`src/rtl/pipe_stall_ctrl_if.sv`:
```
// Pipeline <-> stall controller signal bundle: stall requests, commit events,
// fetch-busy status and the stall/flush/redirect controls returned to the pipe.
interface pipe_stall_ctrl_if;
  logic        stallreq_if_i;
  logic        stallreq_id_i;
  logic        stallreq_ex_i;
  logic        stallreq_mem_i;
  logic        exception_i;
  logic        eret_i;
  logic [31:0] epc_i;
  logic        if_busy_i;
  logic [3:0]  stall_o;
  logic        flush_o;
  logic        redirect_valid_o;
  logic [31:0] redirect_pc_o;
  logic        drop_fetch_o;

  modport master (
    output stallreq_if_i, stallreq_id_i, stallreq_ex_i, stallreq_mem_i,
    output exception_i, eret_i, epc_i, if_busy_i,
    input  stall_o, flush_o, redirect_valid_o, redirect_pc_o, drop_fetch_o
  );

  modport slave (
    input  stallreq_if_i, stallreq_id_i, stallreq_ex_i, stallreq_mem_i,
    input  exception_i, eret_i, epc_i, if_busy_i,
    output stall_o, flush_o, redirect_valid_o, redirect_pc_o, drop_fetch_o
  );
endinterface

```
`src/rtl/pipe_stall_ctrl.sv`:
```
// Central stall/flush/redirect controller for the 5-stage pipeline.
// Optional per-cause stall-cycle counters are built when STALL_PERF_CNT_EN is defined.
module pipe_stall_ctrl #(
  parameter logic [31:0] EXC_ENTRY = 32'hBFC00380,
  parameter int          PERF_W    = 32
) (
  input  logic              clk,
  input  logic              rst,
  pipe_stall_ctrl_if.slave  ctl,
  input  logic [1:0]        perf_sel_i,
  input  logic              perf_clr_i,
  output logic [PERF_W-1:0] perf_cnt_o
);

  typedef enum logic {RUN = 1'b0, WAIT_IF = 1'b1} state_e;

  state_e      state_q, state_d;
  logic [31:0] redir_pc_q, redir_pc_d;

  logic [3:0]  req;
  logic [3:0]  stall_dec;
  logic [3:0]  stall;
  logic        flush;
  logic        redir_valid;
  logic [31:0] redir_pc;
  logic        drop_fetch;
  logic        run_evt;

  assign req = {ctl.stallreq_mem_i, ctl.stallreq_ex_i, ctl.stallreq_id_i, ctl.stallreq_if_i};

  // A request from stage k holds every stage up to and including k.
  for (genvar gi = 0; gi < 4; gi++) begin : g_stall_dec
    assign stall_dec[gi] = |req[3:gi];
  end

  always_ff @(posedge clk) begin
    if (rst) begin
      state_q    <= RUN;
      redir_pc_q <= 32'h0;
    end else begin
      state_q    <= state_d;
      redir_pc_q <= redir_pc_d;
    end
  end

  always_comb begin
    state_d     = state_q;
    redir_pc_d  = redir_pc_q;
    stall       = 4'b0000;
    flush       = 1'b0;
    redir_valid = 1'b0;
    redir_pc    = 32'h0;
    drop_fetch  = 1'b0;
    run_evt     = 1'b0;
    case (state_q)
      RUN: begin
        if (ctl.exception_i || ctl.eret_i) begin
          run_evt     = 1'b1;
          flush       = 1'b1;
          redir_valid = 1'b1;
          redir_pc    = ctl.exception_i ? EXC_ENTRY : ctl.epc_i;
          redir_pc_d  = redir_pc;
          if (ctl.if_busy_i) state_d = WAIT_IF;
        end else begin
          stall = stall_dec;
        end
      end
      WAIT_IF: begin
        // Pipeline holds only bubbles here; keep the redirect alive until the
        // in-flight fetch returns so its data can be discarded.
        stall       = 4'b0001;
        redir_valid = 1'b1;
        redir_pc    = redir_pc_q;
        drop_fetch  = 1'b1;
        if (!ctl.if_busy_i) state_d = RUN;
      end
      default: state_d = RUN;
    endcase
    if (rst) begin
      stall       = 4'b0000;
      flush       = 1'b0;
      redir_valid = 1'b0;
      redir_pc    = 32'h0;
      drop_fetch  = 1'b0;
    end
  end

  assign ctl.stall_o          = stall;
  assign ctl.flush_o          = flush;
  assign ctl.redirect_valid_o = redir_valid;
  assign ctl.redirect_pc_o    = redir_pc;
  assign ctl.drop_fetch_o     = drop_fetch;

`ifdef STALL_PERF_CNT_EN
  logic              count_en;
  logic [PERF_W-1:0] cnt_view [4];

  assign count_en = (state_q == RUN) && !run_evt && !rst;

  for (genvar gi = 0; gi < 4; gi++) begin : g_perf
    logic              top_req;
    logic [PERF_W-1:0] cnt_q;

    // Only the highest-numbered active cause is charged for the cycle.
    if (gi == 3) begin : g_top
      assign top_req = req[3];
    end else begin : g_low
      assign top_req = req[gi] && !(|req[3:gi+1]);
    end

    always_ff @(posedge clk) begin
      if (rst || perf_clr_i) begin
        cnt_q <= '0;
      end else if (count_en && top_req && (cnt_q != {PERF_W{1'b1}})) begin
        cnt_q <= cnt_q + 1'b1;
      end
    end

    assign cnt_view[gi] = cnt_q;
  end

  assign perf_cnt_o = rst ? '0 : cnt_view[perf_sel_i];
`else
  logic unused_perf;
  assign unused_perf = ^{perf_sel_i, perf_clr_i};
  assign perf_cnt_o  = '0;
`endif

endmodule

```
`src/flat_wrapper.sv`:
```
// flat-port wrapper written by rule: the top's interface ports become plain ports
module pipe_stall_ctrl_flat 
#(
  parameter logic [31:0] EXC_ENTRY = 32'hBFC00380,
  parameter int          PERF_W    = 32
)
  (clk, rst, perf_sel_i, perf_clr_i, perf_cnt_o, ctl_stallreq_if_i, ctl_stallreq_id_i, ctl_stallreq_ex_i, ctl_stallreq_mem_i, ctl_exception_i, ctl_eret_i, ctl_epc_i, ctl_if_busy_i, ctl_stall_o, ctl_flush_o, ctl_redirect_valid_o, ctl_redirect_pc_o, ctl_drop_fetch_o);
  pipe_stall_ctrl_if ctl_i ();
  input  logic clk;
  input  logic rst;
  input  logic [1:0] perf_sel_i;
  input  logic perf_clr_i;
  output logic [PERF_W-1:0] perf_cnt_o;
  input wire logic [$bits(ctl_i.stallreq_if_i)-1:0] ctl_stallreq_if_i;
  input wire logic [$bits(ctl_i.stallreq_id_i)-1:0] ctl_stallreq_id_i;
  input wire logic [$bits(ctl_i.stallreq_ex_i)-1:0] ctl_stallreq_ex_i;
  input wire logic [$bits(ctl_i.stallreq_mem_i)-1:0] ctl_stallreq_mem_i;
  input wire logic [$bits(ctl_i.exception_i)-1:0] ctl_exception_i;
  input wire logic [$bits(ctl_i.eret_i)-1:0] ctl_eret_i;
  input wire logic [$bits(ctl_i.epc_i)-1:0] ctl_epc_i;
  input wire logic [$bits(ctl_i.if_busy_i)-1:0] ctl_if_busy_i;
  output wire logic [$bits(ctl_i.stall_o)-1:0] ctl_stall_o;
  output wire logic [$bits(ctl_i.flush_o)-1:0] ctl_flush_o;
  output wire logic [$bits(ctl_i.redirect_valid_o)-1:0] ctl_redirect_valid_o;
  output wire logic [$bits(ctl_i.redirect_pc_o)-1:0] ctl_redirect_pc_o;
  output wire logic [$bits(ctl_i.drop_fetch_o)-1:0] ctl_drop_fetch_o;
  assign ctl_i.stallreq_if_i = ctl_stallreq_if_i;
  assign ctl_i.stallreq_id_i = ctl_stallreq_id_i;
  assign ctl_i.stallreq_ex_i = ctl_stallreq_ex_i;
  assign ctl_i.stallreq_mem_i = ctl_stallreq_mem_i;
  assign ctl_i.exception_i = ctl_exception_i;
  assign ctl_i.eret_i = ctl_eret_i;
  assign ctl_i.epc_i = ctl_epc_i;
  assign ctl_i.if_busy_i = ctl_if_busy_i;
  assign ctl_stall_o = ctl_i.stall_o;
  assign ctl_flush_o = ctl_i.flush_o;
  assign ctl_redirect_valid_o = ctl_i.redirect_valid_o;
  assign ctl_redirect_pc_o = ctl_i.redirect_pc_o;
  assign ctl_drop_fetch_o = ctl_i.drop_fetch_o;
  pipe_stall_ctrl #(.EXC_ENTRY(EXC_ENTRY), .PERF_W(PERF_W)) u_core (.clk(clk), .rst(rst), .ctl(ctl_i), .perf_sel_i(perf_sel_i), .perf_clr_i(perf_clr_i), .perf_cnt_o(perf_cnt_o));
endmodule
```
`config.mk`:
```
export PLATFORM = sky130hd
export DESIGN_NAME = pipe_stall_ctrl_flat
export DESIGN_NICKNAME = d
export VERILOG_FILES = /design/src/rtl/pipe_stall_ctrl_if.sv /design/src/rtl/pipe_stall_ctrl.sv /design/src/flat_wrapper.sv
export SDC_FILE = /design/constraint.sdc
export NUM_CORES = 1
export LEC_CHECK = 0
export ABC_AREA = 1
export ABC_CLOCK_PERIOD_IN_PS = 1300
export BUFFER_PORTS_ARGS = -buffer_cell sky130_fd_sc_hd__buf_2
export CAP_MARGIN = 20
export CORE_ASPECT_RATIO = 1.2
export CORE_MARGIN = 2
export CORE_UTILIZATION = 35
export CTS_CLUSTER_SIZE = 28
export DETAILED_ROUTE_END_ITERATION = 10
export GPL_ROUTABILITY_DRIVEN = 0
export PLACE_DENSITY = 0.73
export RECOVER_POWER = 50
export SKIP_LAST_GASP = 1
export SLEW_MARGIN = 15
export SYNTH_ARGS = -nofsm -noshare
export SYNTH_HDL_FRONTEND = slang
export SYNTH_SLANG_ARGS = --single-unit
export TNS_END_PERCENT = 10
```
`constraint.sdc`:
```
create_clock -name clk -period 1.3 [get_ports clk]
set_input_delay 0.26 -clock clk [delete_from_list [all_inputs] [get_ports clk]]
set_output_delay 0.26 -clock clk [all_outputs]
set_load 0.01 [all_outputs]
```
==> out/results.tsv, run 1 <==
metric	value	unit
status	complete, but fails checks	
violated checks	negative setup slack	
leakage	1.70	nW
Area Overhead vs Synth	31.8	%
PortBufs	79	
Synth Flop Type	dfxtp_1	
Skew-Pair Late Insertion Delay	0.28	ns
DRT iter0 DRCs	64	
Die ar.	0.00673	mm2
I/O pin count	115	
final setup vio count	42	
vias in the first global route	2055	
gr usage total	16.2	%
period utilization	126	%
Mapped Cells	324	
synth unique cells	20	
Worst VDD drop	0.000568	V
synthesized cell area	0.00213	mm2
H-tree Lvls	2	
Worst setup SP type	register	
area of the multi-input gates	0.00111	mm2
register area share after synthesis	31.0	%
Worst Reg-to-Reg Cells	7	
CTS Hold Bufs	0	
Reg area	664	um2
filler instances	657	
DRT Wirelength	5380	um
crit path DAT	1.38	ns
Warnings, synthesis	0	
CP Max Fanout	8	
CP required	1.04	ns
clk sinks	33	
antenna viol nets, final	0	
layout cell share with drive strength beyond 1	34.0	%
largest net degree at the start of global routing	35	
die height	89.4	um
final hold violations	0	
Reg clk slew, reported paths	0.07	ns
Flop pwr share	44.8	%
via count	2271	
Core Rows	31	
Period minus WS final	1.64	ns
CTS tree	built	
Worst R2R End	u_core.redir_pc_q[27]$_SDFFE_PP0P_	
EDFF count, synth	0	
Initial Util	35.7	%
critical path class	reg -> out	
#FFs+latches synth	33	
total CTS buffers	5	
DRC viols	0	
net switching power	0.773	mW
clk_skew	0.00395	ns
Hold WS	0.212	ns
Async S/R FF share, synth	0	%
f_max	611	MHz
drt pass-1 iters	4	
initial antenna violation count	1	
RSZ-0062 raised after global routing	yes	
Hold Path Stages	3	
Hold Crit Class	in -> reg	
Int Pwr	1.72	mW
combinational power share	25.1	%
GRT overflow	0	
CP Capture Type	primary output	
Pins Over Slew Limit	0	
Setup WS pre-CTS	-0.418	ns
Sw Ratio	31.0	%
Net count, final	467	
Hold Path End	u_core.state_q$_SDFF_PP0_	
Vias/cell	4.48	
most common cell after layout, fill and taps aside	nand2_1	
Routed WL per cell	10.6	um
final setup margin	-0.337	ns
first-pass GRT wire length	8660	um
root buf cell	clkbuf_8	
hpwl dp	3610	um
PD cells	888	mW/mm2
reg2reg setup slack	-0.02	ns
core area	0.00597	mm2
power share of the clock group	30.1	%
most frequent cells in the layout	nand2_1 (87), buf_2 (77), nand3_1 (64)	
max-cap violation count	0	
Reg-to-Reg Start	u_core.state_q$_SDFF_PP0_	
Longest Clk Path Bufs	2	
Syn Area/Cell	6.57	um2
hold wc startpoint	ctl_if_busy_i	
die width	75.2	um
[Yosys cell counts (2+ instances only)]
master	instances	area [um2]
inv_1	23	86.3
or2_2	4	25.0
nor2_4	2	22.5
nand3_1	64	320
nand2_2	5	31.3
nor2_1	32	120
buf_4	36	270
or2_1	8	50.1
dfxtp_1	33	661
nand2_1	95	357
inv_2	2	7.51
clkbuf_1	3	11.3
buf_6	10	113
[sequential cells by signal, indices dropped and copies added, names as in the netlist]
register	cells
u_core.state_q	1
u_core.redir_pc_q	32
[per-stage QoR]
stage / TNS [ns] / instances / area (um2) / utilization (%) / total power [mW]
after floorplan: 0 / 355 / 2250 / - / 1.57
after global placement: -15.01 / 488 / 2550 / 42.8 / 1.68
after detailed placement: -18.59 / 488 / 2550 / 42.8 / 1.70
after CTS: -13.26 / 506 / 2780 / 46.6 / 2.52
after global routing: -17.42 / 506 / 2810 / 47.0 / 2.65
final: -11.65 / 507 / 2810 / 47.0 / 2.49
[worst max-delay path, stage by stage (launching register included)]
cell and delay, ns:
dfxtp_4 0.35, buf_6 0.10, inv_4 0.03, nor2_4 0.14, buf_6 0.13, buf_16 0.12, nand2_1 0.05, nand2_1 0.06
buf_2 0.12
[routing by layer]
layer,up-vias,global-route usage [%],share of wire (%)
met5,-,0,0
met4,0,3.67,1.1
met3,7,4.06,6.5
met2,82,29.0,50
met1,1043,19.4,42
li1,1139,-,-
[kinds of logic (layout without fill, tap and decap cells)]
| group | Yosys count | count (layout) | share of synthesized area (%) |
|---|---|---|---|
| other cells | 1 | 33 | 0.176 |
| flops | 33 | 33 | 31.0 |
| compound gates | 2 | 2 | 0.999 |
| buf+inv | 77 | 145 | 24.1 |
| simple gates | 211 | 212 | 43.7 |
[what timing repair did]
action | in CTS | in global routing
setup buffers | 8 | 1
cloned | 2 | 0
setup endpoints to repair | 71 | 71
pin swaps | 2 | 5
resized for setup | 7 | 13
[worst max path at each step]
stage	slack [ns]	depth (start not counted)	startpoint	endpoint
4_1_cts	-0.38	8	u_core.state_q$_SDFF_PP0_	ctl_redirect_pc_o[14]
6_report	-0.34	8	u_core.state_q$_SDFF_PP0_	ctl_redirect_pc_o[2]
3_5_place_dp	-0.42	6	ctl_exception_i	ctl_redirect_pc_o[14]
3_3_place_gp	-0.36	6	ctl_exception_i	ctl_redirect_pc_o[13]
2_1_floorplan	0.07	5	u_core.state_q$_SDFF_PP0_	ctl_redirect_pc_o[22]
5_1_grt	-0.43	8	u_core.state_q$_SDFF_PP0_	ctl_redirect_pc_o[4]
[power by group through the flow]
stage,Sequential (mW),Combinational (mW),Clock (mW)
floorplan,1.13,0.437,0
global route,1.12,0.706,0.824
detailed placement,1.14,0.558,0
global placement,1.13,0.546,0
CTS,1.11,0.625,0.784
finish,1.12,0.626,0.751
[cell type report]
cell class / count / area share, %
sequential: 33 / 23.7
multi-input combinational: 246 / 39.4
tap: 82 / 3.65
antenna: 1 / 0.0891
clock buffer: 6 / 2.58
timing repair buffer: 112 / 26.8
clock inverter: 2 / 0.357
inverter: 25 / 3.43
No activity file was read; power rests on OpenSTA's default activity.
==> inputs of run 2 (changes only) <==
Settings changed: PLACE_DENSITY 0.73 to unset, PLACE_DENSITY_LB_ADDON set to 0.2.
==> run 2 against run 1 <==
Against the previous run: the flow still finishes with violations (negative setup slack); critical endpoint is now ctl_redirect_pc_o[31]; cell area increased by 2.5%; total power increased by 4.2%; critical path depth unchanged; critical path type unchanged; utilization increased by 1.2 points; count of clock-buffer cells in the layout increased by 1; clock skew about the same; fmax decreased by 2.7%; first-iteration DRC count increased by 19%.
==> out/results.tsv, run 2 (synthesized netlist as in run 1, its figures left out) <==
metric	value	unit	change
core area	0.00597	mm2	unchanged
Reg with most FFs	u_core.redir_pc_q		
violated checks	negative setup slack		
Pins Over Slew Limit	0		unchanged
final setup margin	-0.382	ns	-0.0450 ns
gr usage total	15.9	%	-0.34 points
Setup WS pre-CTS	-0.415	ns	+0.00262 ns
Tot Pwr	2.60	mW	+4.2%
Core Rows	31		unchanged
most frequent cells in the layout	nand2_1 (94), buf_2 (79), nand3_1 (64)		
Reg clk slew, reported paths	0.07	ns	about the same
die height	89.4	um	unchanged
DRC viols	0		unchanged
placed cells	499		+2.3%
final core utilization	48.2	%	+1.2 points
PD cells	903	mW/mm2	+1.7%
Worst VDD drop	0.000498	V	-12%
Period minus WS final	1.68	ns	+0.0450 ns
Skew-Pair Late Insertion Delay	0.28	ns	about the same
DRT iter0 DRCs	76		+19%
hpwl dp	3450	um	-4.5%
non-filler cells, final	514		+1.4%
clk_skew	0.00403	ns	+0.0000832 ns
PortBufs	79		unchanged
vias in the first global route	1862		-9.4%
DRT Wirelength	5260	um	-2.2%
filler instances	665		+1.2%
RSZ-0062 raised after global routing	yes		
Final Cell Area	0.00288	mm2	+2.5%
die width	75.2	um	unchanged
Net count, final	475		+1.7%
drt pass-1 iters	4		unchanged
max-cap violation count	0		unchanged
root buf cell	clkbuf_8		
final setup vio count	52		+24%
via count	2173		-4.3%
GRT overflow	0		unchanged
crit path DAT	1.42	ns	+0.04 ns
Routed WL per cell	10.2	um	-3.5%
I/O pin count	115		unchanged
CTS Hold Bufs	0		unchanged
first-pass GRT wire length	8260	um	-4.6%
H-tree Lvls	2		unchanged
CP Max Fanout	9		+1
final hold violations	0		unchanged
layout cell share with drive strength beyond 1	33.3	%	-0.63 points
Die ar.	0.00673	mm2	unchanged
largest registers	u_core.redir_pc_q: 32 flops, u_core.state_q: 1 flops		
critical path class	reg -> out		
max reg flops	32		unchanged
largest net degree at the start of global routing	35		unchanged
initial antenna violation count	0		-1
f_max	595	MHz	-2.7%
period utilization	129	%	+3.5 points
Diodes inserted	0		-1
CP Capture Type	primary output		
leakage	1.75	nW	+2.6%
Hold Crit Class	in -> reg		
CTS tree	built		
antenna viol nets, final	0		unchanged
Initial Util	35.7	%	unchanged
placed instance area	0.00264	mm2	+3.2%
CP required	1.04	ns	about the same
total CTS buffers	5		unchanged
Area Overhead vs Synth	35.1	%	
Longest Clk Path Bufs	2		unchanged
status	complete, but fails checks		
most common cell after layout, fill and taps aside	nand2_1		
Worst setup SP type	register		
clk sinks	33		unchanged
Vias/cell	4.23		-5.6%
[run 2: cell types whose count changed in the layout (fill, tap and decap cells not counted), moves of 2 or more]
cell	before	now
nand2_2	13	6
buf_12	5	7
clkbuf_8	5	7
buf_6	6	1
nand2_1	87	94
clkbuf_16	0	2
buf_2	77	79
buf_4	23	29
[run 2: what timing repair did]
item / 4_1_cts / 5_1_grt
setup buffers: 1 / 3
pin swaps: 1 / 3
setup endpoints to repair: 69 / 55
gates cloned: 1 / 2
resized for setup: 3 / 3
[run 2: final timing paths]
kind / startpoint / endpoint / slack (ns) / depth (start not counted)
min reg2reg: u_core.redir_pc_q[21]$_SDFFE_PP0P_ / u_core.redir_pc_q[21]$_SDFFE_PP0P_ / 0.47 / 2
max: u_core.state_q$_SDFF_PP0_ / ctl_redirect_pc_o[31] / -0.38 / 8
max reg2reg: u_core.state_q$_SDFF_PP0_ / u_core.redir_pc_q[25]$_SDFFE_PP0P_ / -0.06 / 8
min: ctl_if_busy_i / u_core.state_q$_SDFF_PP0_ / 0.22 / 3
[run 2: layout make-up]
| type | instances | area [um2] | area share [%] |
|---|---|---|---|
| well taps | 82 | 103 | 3.57 |
| clock inverters | 1 | 5.00 | 0.174 |
| clock buffers | 7 | 96.3 | 3.35 |
| repair buffers | 120 | 826 | 28.7 |
| inverters | 25 | 96.3 | 3.35 |
| flip-flops and latches | 33 | 664 | 23.1 |
| multi-input cells | 246 | 1090 | 37.8 |
[run 2: metal layers]
metal	global-route usage (%)	part of all wire (%)	wire (um)	up-vias
li1	-	-	-	1147
met1	20.1	46	2410	950
met2	26.7	47	2500	72
met3	3.95	6.2	326	4
met4	4.47	0.59	31	0
met5	0	0	0	-
[run 2: worst max-delay path: stages, from the launching register on]
cell	delay (ns)
dfxtp_4	0.37
buf_6	0.11
inv_4	0.04
nor2_4	0.11
buf_12	0.13
clkbuf_16	0.15
nand2_1	0.05
nand2_1	0.06
buf_2	0.12
[run 2: metrics by stage]
stage	setup TNS (ns)	hold slack (ns)
3_3_place_gp	-16.34	0.456
2_1_floorplan	0	0.332
6_report	-13.85	0.218
4_1_cts	-15.23	0.204
3_5_place_dp	-17.64	0.460
5_1_grt	-18.34	0.242
[run 2: report_power, final]
part           switching [mW]  internal (mW)  leakage (nW)  total [mW]
clock                   0.372          0.478        0.0542       0.850
combinational           0.351          0.281          1.42       0.632
sequential             0.0363           1.08         0.273        1.11
total                   0.760           1.84          1.75        2.60
